===== config.mk =====
export PLATFORM = sky130hd
export DESIGN_NAME = icache_refill_ctrl
export DESIGN_NICKNAME = d
export VERILOG_FILES = /design/src/rtl/icache_refill_ctrl.sv
export SDC_FILE = /design/constraint.sdc
export NUM_CORES = 1
export LEC_CHECK = 0
export ABC_AREA = 1
export BUFFER_PORTS_ARGS = -buffer_cell sky130_fd_sc_hd__buf_2
export CAP_MARGIN = 20
export CORE_MARGIN = 4
export CORE_UTILIZATION = 40
export DETAILED_ROUTE_END_ITERATION = 8
export GPL_TIMING_DRIVEN = 0
export PLACE_DENSITY = 0.92
export SYNTH_ARGS = -nofsm -noshare
export SYNTH_HDL_FRONTEND = slang
export SYNTH_SLANG_ARGS = --single-unit

===== constraint.sdc =====
create_clock -name clk -period 1.69 [get_ports clk]
set_input_delay 0.169 -clock clk [delete_from_list [all_inputs] [get_ports clk]]
set_output_delay 0.169 -clock clk [all_outputs]
set_load 0.03 [all_outputs]

===== src/rtl/icache_refill_ctrl.sv =====
// Instruction-cache line refill controller: reads a full line word-by-word from backing memory
// with a fixed per-word latency, streams fill beats, and stalls fetch. Macro ICACHE_REFILL_CWF_EN enables critical-word-first.
module icache_refill_ctrl #(
    parameter int DATA_WIDTH     = 32,
    parameter int ADDR_WIDTH     = 32,
    parameter int WORDS_PER_LINE = 4,
    parameter int MEM_LATENCY    = 2
) (
    input  logic                  clk,
    input  logic                  reset,
    input  logic                  flush,
    input  logic                  req_valid,
    input  logic [ADDR_WIDTH-1:0] req_addr,
    output logic                  req_ready,
    output logic [ADDR_WIDTH-1:0] mem_addr,
    input  logic [DATA_WIDTH-1:0] mem_rdata,
    output logic                  fill_valid,
    output logic [ADDR_WIDTH-1:0] fill_addr,
    output logic [DATA_WIDTH-1:0] fill_data,
    output logic                  fill_done,
    output logic                  stall,
    output logic [1:0]            dbg_state
);

    // Handshake: a request is taken in any cycle where req_valid && req_ready && !flush;
    // req_valid while req_ready is low is ignored, nothing is queued.

    localparam int IDX_W = $clog2(WORDS_PER_LINE);
    localparam int OFF_W = IDX_W + 2;
    localparam int LAT_W = (MEM_LATENCY > 1) ? $clog2(MEM_LATENCY) : 1;

    localparam logic [LAT_W-1:0]      LAT_RELOAD = LAT_W'(MEM_LATENCY - 1);
    localparam logic [IDX_W-1:0]      LAST_BEAT  = IDX_W'(WORDS_PER_LINE - 1);
    localparam logic [ADDR_WIDTH-1:0] LINE_MASK  = ~(ADDR_WIDTH'(WORDS_PER_LINE * 4 - 1));

    typedef enum logic [1:0] {
        S_IDLE = 2'd0,
        S_WAIT = 2'd1,
        S_DONE = 2'd2
    } state_t;

    state_t                r_state,     w_state_next;
    logic [ADDR_WIDTH-1:0] r_line_base, w_line_base_next;
    logic [IDX_W-1:0]      r_word_idx,  w_word_idx_next;
    logic [IDX_W-1:0]      r_beats,     w_beats_next;
    logic [LAT_W-1:0]      r_lat_cnt,   w_lat_cnt_next;

    logic [ADDR_WIDTH-1:0] w_mem_addr;
    logic [IDX_W-1:0]      w_start_idx;

    // Word index is OR-ed into the cleared offset bits, so the address can never leave the line.
    assign w_mem_addr = r_line_base | {{(ADDR_WIDTH - OFF_W){1'b0}}, r_word_idx, 2'b00};

`ifdef ICACHE_REFILL_CWF_EN
    assign w_start_idx = req_addr[OFF_W-1:2];
`else
    assign w_start_idx = '0;
`endif

    assign dbg_state = r_state;

    always_ff @(posedge clk) begin
        if (reset) begin
            r_state     <= S_IDLE;
            r_line_base <= '0;
            r_word_idx  <= '0;
            r_beats     <= '0;
            r_lat_cnt   <= '0;
        end else begin
            r_state     <= w_state_next;
            r_line_base <= w_line_base_next;
            r_word_idx  <= w_word_idx_next;
            r_beats     <= w_beats_next;
            r_lat_cnt   <= w_lat_cnt_next;
        end
    end

    always_comb begin
        w_state_next     = r_state;
        w_line_base_next = r_line_base;
        w_word_idx_next  = r_word_idx;
        w_beats_next     = r_beats;
        w_lat_cnt_next   = r_lat_cnt;
        req_ready        = 1'b0;
        mem_addr         = '0;
        fill_valid       = 1'b0;
        fill_addr        = '0;
        fill_data        = '0;
        fill_done        = 1'b0;
        stall            = 1'b0;

        case (r_state)
            S_IDLE: begin
                req_ready = 1'b1;
                stall     = req_valid && !flush;
                if (req_valid && !flush) begin
                    w_state_next     = S_WAIT;
                    w_line_base_next = req_addr & LINE_MASK;
                    w_word_idx_next  = w_start_idx;
                    w_beats_next     = '0;
                    w_lat_cnt_next   = LAT_RELOAD;
                end
            end
            S_WAIT: begin
                stall    = 1'b1;
                mem_addr = w_mem_addr;
                if (flush) begin
                    w_state_next = S_IDLE;
                end else if (r_lat_cnt == '0) begin
                    fill_valid      = 1'b1;
                    fill_addr       = w_mem_addr;
                    fill_data       = mem_rdata;
                    w_word_idx_next = r_word_idx + IDX_W'(1);
                    w_beats_next    = r_beats + IDX_W'(1);
                    if (r_beats == LAST_BEAT) begin
                        w_state_next = S_DONE;
                    end else begin
                        w_lat_cnt_next = LAT_RELOAD;
                    end
                end else begin
                    w_lat_cnt_next = r_lat_cnt - LAT_W'(1);
                end
            end
            S_DONE: begin
                stall        = 1'b1;
                fill_done    = !flush;
                w_state_next = S_IDLE;
            end
            default: begin
                w_state_next = S_IDLE;
            end
        endcase

        // Reset is synchronous, so the state may still be busy while it is held; silence everything.
        if (reset) begin
            req_ready  = 1'b0;
            mem_addr   = '0;
            fill_valid = 1'b0;
            fill_addr  = '0;
            fill_data  = '0;
            fill_done  = 1'b0;
            stall      = 1'b0;
        end
    end

endmodule


==> results by group, run 1 <==
Outcome
  • Status: did not finish
  • Stopping stage: 5_1_grt
  • First Err: [ERROR DPL-0033] detailed placement checks failed during check placement.

Yosys
  • Gate Count Post-Synth: 341
  • Seq/Total Area, Yosys: 0.3237
  • Mapped cell area: 2165 sq um
  • Yosys reg bits: 35
  • Syn Area/Cell: 6.348 sq um
  • Distinct cell type count after synthesis: 23
  • Synth Warn #: 0

Clock tree
  • H-tree Lvls: 2
  • Clock Path Buffers: 2
  • Sink Count: 35
  • # hold bufs at CTS: 0
  • CTS root buffer: clkbuf_8
  • TritonCTS Buffers: 5

Placement
  • DP HPWL: 5673 um
  • # port buffers: 160
  • Placed Cells: 574
  • Routability cong.: 0.8599

Die
  • Initial core utilization: 0.4185
  • Die width: 81.56 um
  • Die height: 81.56 um
  • IO Count: 170
  • Num rows: 26

GRT
  • Initial antenna violation count: 0
  • Largest net degree at the start of global routing: 12

Timing
  • Worst-path end type: primary output
  • Worst_ep grt: fill_data[18]
==> Yosys cell counts <==
master    instances  area share
a211oi_1          1      0.0035
a21oi_1          33       0.076
buf_2             4      0.0092
buf_4             9       0.031
buf_6             8       0.042
clkbuf_1          3      0.0052
clkbuf_8          2       0.013
conb_1            1      0.0017
dfxtp_1          35        0.32
ha_1              6       0.035
inv_1            40       0.069
inv_2             2      0.0035
inv_4             1      0.0029
nand2_1          52       0.090
nand2_2           4       0.012
nand3_1           4      0.0092
nand3_2           2      0.0092
nand4_1           1      0.0029
nand4_4           1      0.0098
nor2_1           97        0.17
nor2_2            4       0.012
nor3_1           30       0.069
o21ai_0           1      0.0023
==> per-stage QoR <==
step / setup WS, ns / utilization / setup TNS (ns) / hold slack [ns] / area (sq um)
CTS: -0.1221 / 0.8474 / -5.957 / 0.1090 / 4383
detailed placement: -0.1166 / 0.6541 / -2.246 / 0.4109 / 3383
global placement: -0.08324 / 0.6541 / -0.6859 / 0.4038 / 3383
floorplan: -0.1375 / - / -1.050 / 0.3177 / 2495
==> cells by family after synthesis <==
| logic type | Yosys count | share of synthesized area |
|---|---|---|
| compound gates | 35 | 0.08208 |
| fa+ha+maj | 6 | 0.03468 |
| buf+inv | 69 | 0.1757 |
| flops | 35 | 0.3237 |
| other cells | 1 | 0.001732 |
| simple gates | 195 | 0.3821 |
==> what timing repair did <==
| item | 4_1_cts |
|---|---|
| setup endpoints to repair | 94 |
| gates cloned | 6 |
| gates resized for setup | 206 |
| pin swaps | 2 |
| setup buffers | 10 |
==> inputs of run 2 (changes only) <==
PLACE_DENSITY = unset   (was 0.92)
PLACE_DENSITY_LB_ADDON = 0.15   (was unset)
==> run 2 against run 1 <==
Compared with the run above:
- the flow now finishes, with violations (setup timing)
- area after synthesis unchanged
- synthesized cell count unchanged
==> results by group, run 2 <==
Timing
  • Hold_ws: 0.1042 ns
  • Skew final: 0.01494 ns
  • Unrepaired setup endpoints after global routing: true
  • PnR worst setup slack: -0.3145 ns
  • Final period util: 1.186
  • Slew Limit Fails: 0
  • Setup TNS: -14.93 ns
  • Final setup viols: 100
  • Final hold vios: 0
  • Fmax achieved: 0.4989 GHz
  • Minimum clock period: 2.004 ns

Outcome
  • Status: finished, violations left
  • Failing checks: setup timing

GRT
  • Grt met2 use: 0.5106
  • Gr ovfl total: 0
  • Total track usage: 0.2659
  • Vias in the first global route: 2939
  • GR peak layer: met2
  • Largest net degree at the start of global routing: 11
  • Met1 Use GR: 0.2682
  • Global-route wire length before repair: 13660 um
  • Initial antenna violation count: 1
  • GRT met3 Usage: 0.07566

Clock tree
  • Clock Path Buffers: 2 (unchanged)
  • CTS root buffer: clkbuf_8
  • # hold bufs at CTS: 0 (unchanged)
  • Clock-pin slew on the worst setup and hold paths: 0.09 ns
  • CTS tree: yes
  • H-tree Lvls: 2 (unchanged)
  • Sink Count: 35 (unchanged)
  • TritonCTS Buffers: 5 (unchanged)
  • Worst-Skew Late Latency: 0.31 ns

Finish
  • Final non-filler cell total: 604
  • Largest Register: r_line_base
  • Reg area: 706.9 sq um
  • Post-Route Utilization: 0.9690
  • Area growth, synth to finish: 131.6%
  • Most frequent cells in the layout: buf_6, buf_2, nor2_4
  • Share of cells above drive strength 1: 0.6210
  • Fill cells: 98
  • Multi-input gate area: 1938 sq um
  • Most common cell after layout, fill and taps aside: buf_6
  • Final net count: 606
  • Final instance area: 5012 sq um
  • Max reg flops: 28

Power
  • Leak: 2.270 nW
  • Max VDD drop: 718.9 uV
  • Total power after layout: 3.920 mW
  • Power Density: 782.0 nW/um^2

Setup path
  • Worst R2R End: r_lat_cnt
  • Worst reg-to-reg path cell count: 10
  • CP endpoint kind: output port
  • WP data required: 1.52 ns
  • CP max FO: 7
  • Worst reg-to-reg setup slack: -0.23 ns
  • WS Path Type: register to output port
  • WP data arrival: 1.84 ns
  • Startpoint types: register
  • FF-to-FF Start: dbg_state[0]

Route
  • Vias: 3564
  • Detailed Route WL: 14760 um
  • Antenna viol nets, final: 0
  • # DRC: 0
  • Via density: 5.901
  • DRT Pass-1 Iters: 6
  • Violation count after the first detailed-route iteration: 301
  • Wire per inst: 24.44 um

Die
  • Die width: 81.56 um (unchanged)
  • Initial core utilization: 0.4185 (unchanged)
  • DIE AREA: 6652 sq um
  • Core Box Area: 5172 sq um
  • IO Count: 170 (unchanged)
  • Die height: 81.56 um (unchanged)
  • Num rows: 26 (unchanged)

Worst hold path
  • Worst hold path type: primary input to register
  • WHS Endpoint: r_line_base[26]
  • Worst hold path startpoint: req_addr[26]
  • Min-Delay Path Depth: 3

Yosys
  • Yosys top cell area share: 0.3237 (unchanged)
  • Yosys reg bits: 35 (unchanged)
  • Fraction of registers with async set/reset: 0 (unchanged)
  • Yosys top cell by area: dfxtp_1
  • Synth Warn #: 0 (unchanged)
  • Mapped cell area: 2165 sq um (unchanged)
  • Top FF cell, synth: dfxtp_1
  • Commonest cells post-synth: nor2_1, nand2_1, inv_1
  • Seq/Total Area, Yosys: 0.3237 (unchanged)
  • Distinct cell type count after synthesis: 23 (unchanged)
  • Top post-synthesis cells by area: dfxtp_1, nor2_1, nand2_1
  • Most frequent cell after synthesis: nor2_1
  • Syn Area/Cell: 6.348 sq um (unchanged)
  • Gate Count Post-Synth: 341 (unchanged)
  • Number of flops mapped to enable cells by yosys: 0 (unchanged)

Placement
  • # port buffers: 160 (unchanged)
  • Pre-CTS setup slack: -0.05398 ns (+0.06261 ns)
  • DP HPWL: 5513 um (-2.8%)
  • Routability cong.: 0.8140 (-5.3%)
  • Post-DP Area: 3398 sq um (+0.44%)
  • Placed Cells: 575 (+0.17%)

Flow run
  • Max cap viols: 0
-- run 2: critical path, cell delays in order, from the launching register on --
cell and delay (ns):
dfxtp_2 0.40, ha_4 0.21, buf_4 0.13, buf_6 0.12, clkinv_8 0.10, buf_12 0.16, nor3_2 0.19, buf_4 0.21
-- run 2: worst max-delay path by stage --
stage                      start             to  slack [ns]  depth (start not counted)
floorplan           dbg_state[1]  fill_addr[10]       -0.14                          6
global placement       r_lat_cnt  fill_addr[20]       -0.09                          3
detailed placement  dbg_state[1]  fill_addr[22]       -0.05                          8
CTS                 dbg_state[1]  fill_addr[21]       -0.15                          8
global route        dbg_state[0]    mem_addr[3]       -0.33                          7
finish              dbg_state[0]    mem_addr[3]       -0.31                          7
-- run 2: cell families after synthesis --
group                    Yosys count  share of synthesized area
AND/OR/NAND/NOR                  195                     0.3821
buffers and inverters             69                     0.1757
AO/OA/AOI/OAI                     35                    0.08208
flip-flops                        35                     0.3237
adder cells (fa/ha/maj)            6                    0.03468
other                              1                   0.001732
-- run 2: repair_timing --
| item | in CTS | in global routing |
|---|---|---|
| buffers inserted | 11 | 3 |
| resized for setup | 203 | 152 |
| endpoints found under the setup margin | 94 | 100 |
| gates cloned | 6 | 2 |
| pin swaps | 4 | 15 |
-- run 2: routing by layer --
layer | wire length (um) | vias up
met1 | 4476 | 1632
met5 | 0 | -
met2 | 7358 | 384
met3 | 1722 | 120
li1 | - | 1428
met4 | 1202 | 0
-- run 2: power breakdown --
part           leakage, nW  internal (mW)  total, mW  switching, mW
logic                 1.94          0.856       2.27           1.42
registers            0.289          0.938       1.02         0.0783
clock network       0.0422          0.290      0.630          0.340
-- run 2: cell type report --
type | instances | area share
Multi-Input combinational cell | 240 | 0.3867
Buffer | 25 | 0.06465
Antenna cell | 1 | 0.0004993
Inverter | 43 | 0.03620
Tap cell | 70 | 0.01747
Timing Repair Buffer | 182 | 0.3372
Clock inverter | 1 | 0.0009985
Sequential cell | 35 | 0.1410
Clock buffer | 7 | 0.01523
No activity file was read; power rests on OpenSTA's default activity.
==> inputs of run 3 (changes only) <==
REMOVE_ABC_BUFFERS = 1   (was unset)
==> run 3 against run 2 <==
Compared with the run above:
- the run still ends with setup timing left
- critical path type unchanged
- clock power decreased by 7.9%
- power decreased by 25%
- largest power group unchanged
- critical path depth increased by 1
- routed wire length decreased by 40%
- combinational power decreased by 42%
- final cell count decreased by 4.1%
- first-iteration DRC count decreased by 63%
- sequential cell count unchanged
- global-route usage decreased by 2.2 points
- fmax increased by 9.2%
- sequential share of layout area increased by 4.9 points
- setup slack improved by 0.17 ns
==> results by group, run 3 (synthesis results as in run 2) <==
Timing
  • PnR worst setup slack: -0.1448 ns (+0.1697 ns)
  • Fmax achieved: 0.5450 GHz (+9.2%)
  • Unrepaired setup endpoints after global routing: true
  • Skew final: 0.006850 ns (-0.008086 ns)
  • Final setup viols: 38 (-62%)
  • Final hold vios: 0 (unchanged)
  • Minimum clock period: 1.835 ns (-0.1697 ns)
  • Final period util: 1.086 (-0.1004)
  • Slew Limit Fails: 0 (unchanged)

Finish
  • Area growth, synth to finish: 72.77%
  • Share of cells above drive strength 1: 0.4783 (-0.1427)
  • Fill cells: 413 (+320%)
  • Largest Register: r_line_base
  • Most common cell after layout, fill and taps aside: buf_2
  • Most frequent cells in the layout: buf_2, nor2_1, nand2_1
  • Final instance area: 3740 sq um (-25%)
  • Max reg flops: 28 (unchanged)
  • Final net count: 581 (-4.1%)
  • Post-Route Utilization: 0.7230 (-0.2460)

Outcome
  • Failing checks: setup timing
  • Status: finished, violations left

GRT
  • Met1 Use GR: 0.2664 (-0.001795)
  • Largest net degree at the start of global routing: 39 (+28)
  • Initial antenna violation count: 1 (unchanged)
  • Global-route wire length before repair: 12520 um (-8.3%)
  • GRT met3 Usage: 0.05811 (-0.01754)
  • Grt met2 use: 0.4438 (-0.06678)
  • Gr ovfl total: 0 (unchanged)
  • GR peak layer: met2
  • Vias in the first global route: 2644 (-10%)
  • Total track usage: 0.2437 (-0.02224)

Route
  • Antenna viol nets, final: 0 (unchanged)
  • Via density: 4.848 (-18%)
  • Wire per inst: 15.31 um (-37%)
  • Violation count after the first detailed-route iteration: 110 (-63%)
  • # DRC: 0 (unchanged)
  • Detailed Route WL: 8865 um (-40%)
  • Vias: 2807 (-21%)
  • DRT Pass-1 Iters: 4 (-2)

Setup path
  • WS Path Type: register to output port
  • WP data arrival: 1.67 ns (-0.17 ns)
  • Crit path launch: dbg_state[1]
  • FF-to-FF Start: dbg_state[1]
  • Worst reg-to-reg path cell count: 7 (-3)
  • WP data required: 1.52 ns (about the same)
  • CP max FO: 9 (+2)
  • Worst reg-to-reg setup slack: 0.06 ns (+0.29 ns)
  • CP endpoint kind: output port
  • Worst R2R End: r_line_base[26]
  • Crit path to: fill_data[10]
  • Startpoint types: register

Die
  • DIE AREA: 6652 sq um (unchanged)
  • IO Count: 170 (unchanged)
  • Core Box Area: 5172 sq um (unchanged)
  • Die height: 81.56 um (unchanged)
  • Die width: 81.56 um (unchanged)
  • Initial core utilization: 0.4185 (unchanged)
  • Num rows: 26 (unchanged)

Clock tree
  • TritonCTS Buffers: 5 (unchanged)
  • # hold bufs at CTS: 0 (unchanged)
  • Clock Path Buffers: 2 (unchanged)
  • CTS tree: yes
  • CTS root buffer: clkbuf_8
  • Clock-pin slew on the worst setup and hold paths: 0.08 ns (about the same)
  • H-tree Lvls: 2 (unchanged)
  • Worst-Skew Late Latency: 0.28 ns (-0.03 ns)
  • Sink Count: 35 (unchanged)

Placement
  • DP HPWL: 4951 um (-10%)
  • Pre-CTS setup slack: -0.7679 ns (-0.7139 ns)
  • Routability cong.: 0.7524 (-7.6%)
  • # port buffers: 161 (+0.63%)
  • Post-DP Area: 2853 sq um (-16%)

Power
  • Leak: 1.891 nW (-17%)
  • Power Density: 788.7 nW/um^2 (+0.85%)
  • Max VDD drop: 614.0 uV (-15%)

Flow run
  • Max cap viols: 0 (unchanged)

Worst hold path
  • Worst hold path type: primary input to register
[run 3: cell types whose count changed in the layout (fill, tap and decap cells not counted), sizes merged]
cell    previous run  this run
buf              200       176
clkbuf            14         5
nand2             56        61
clkinv             2         3
inv               42        43
nand3              6         7
[run 3: worst min path at each step]
stage,to,startpoint,depth (start not counted),slack (ns)
2_1_floorplan,r_beats[0],reset,1,0.24
3_3_place_gp,r_line_base[26],req_addr[26],3,0.41
3_5_place_dp,r_line_base[24],req_addr[24],3,0.41
4_1_cts,r_line_base[28],req_addr[28],3,0.12
5_1_grt,r_line_base[29],req_addr[29],3,0.12
6_report,r_line_base[28],req_addr[28],3,0.12
[run 3: cell type report]
type | instances | area, sq um | share of cell area
Clock buffer | 5 | 68.82 | 0.01840
Antenna cell | 1 | 2.502 | 0.0006691
Sequential cell | 35 | 711.9 | 0.1904
Clock inverter | 3 | 15.01 | 0.004015
Inverter | 43 | 178.9 | 0.04784
Tap cell | 70 | 87.58 | 0.02342
Timing Repair Buffer | 176 | 1219 | 0.3259
Multi-Input combinational cell | 246 | 1456 | 0.3894
[run 3: timing repair]
item	in CTS	in global routing
buffers inserted	13	2
pin swaps	9	4
endpoints found under the setup margin	129	110
gates cloned	6	0
gates resized for setup	119	69
[run 3: worst max-delay path, stage by stage (launching register included)]
cell     delay [ns]
dfxtp_4        0.36
inv_4          0.06
ha_4           0.16
nand2_8        0.06
nor2_4         0.13
buf_12         0.17
nand2_8        0.11
nor2_1         0.15
buf_4          0.18
[run 3: metrics by stage]
step | power, mW | std cells | setup TNS [ns] | hold slack, ns
3_3_place_gp | 1.938 | 549 | -32.53 | 0.4060
5_1_grt | 3.111 | 579 | -6.941 | 0.1227
6_report | 2.950 | 579 | -2.679 | 0.1244
3_5_place_dp | 1.962 | 549 | -35.76 | 0.4134
2_1_floorplan | 1.661 | 318 | -37.11 | 0.2381
4_1_cts | 2.845 | 576 | -1.847 | 0.1208
[run 3: where the power goes]
group	internal [mW]	switching (mW)	total, mW	leakage (nW)
combinational	0.477	0.841	1.32	1.55
clock	0.282	0.298	0.580	0.0477
sequential	0.941	0.110	1.05	0.290
[run 3: metal layers]
metal | routed length (um) | vias up
met2 | 4424 | 142
met5 | 0 | -
met4 | 245 | 0
li1 | - | 1383
met1 | 3380 | 1266
met3 | 815 | 16
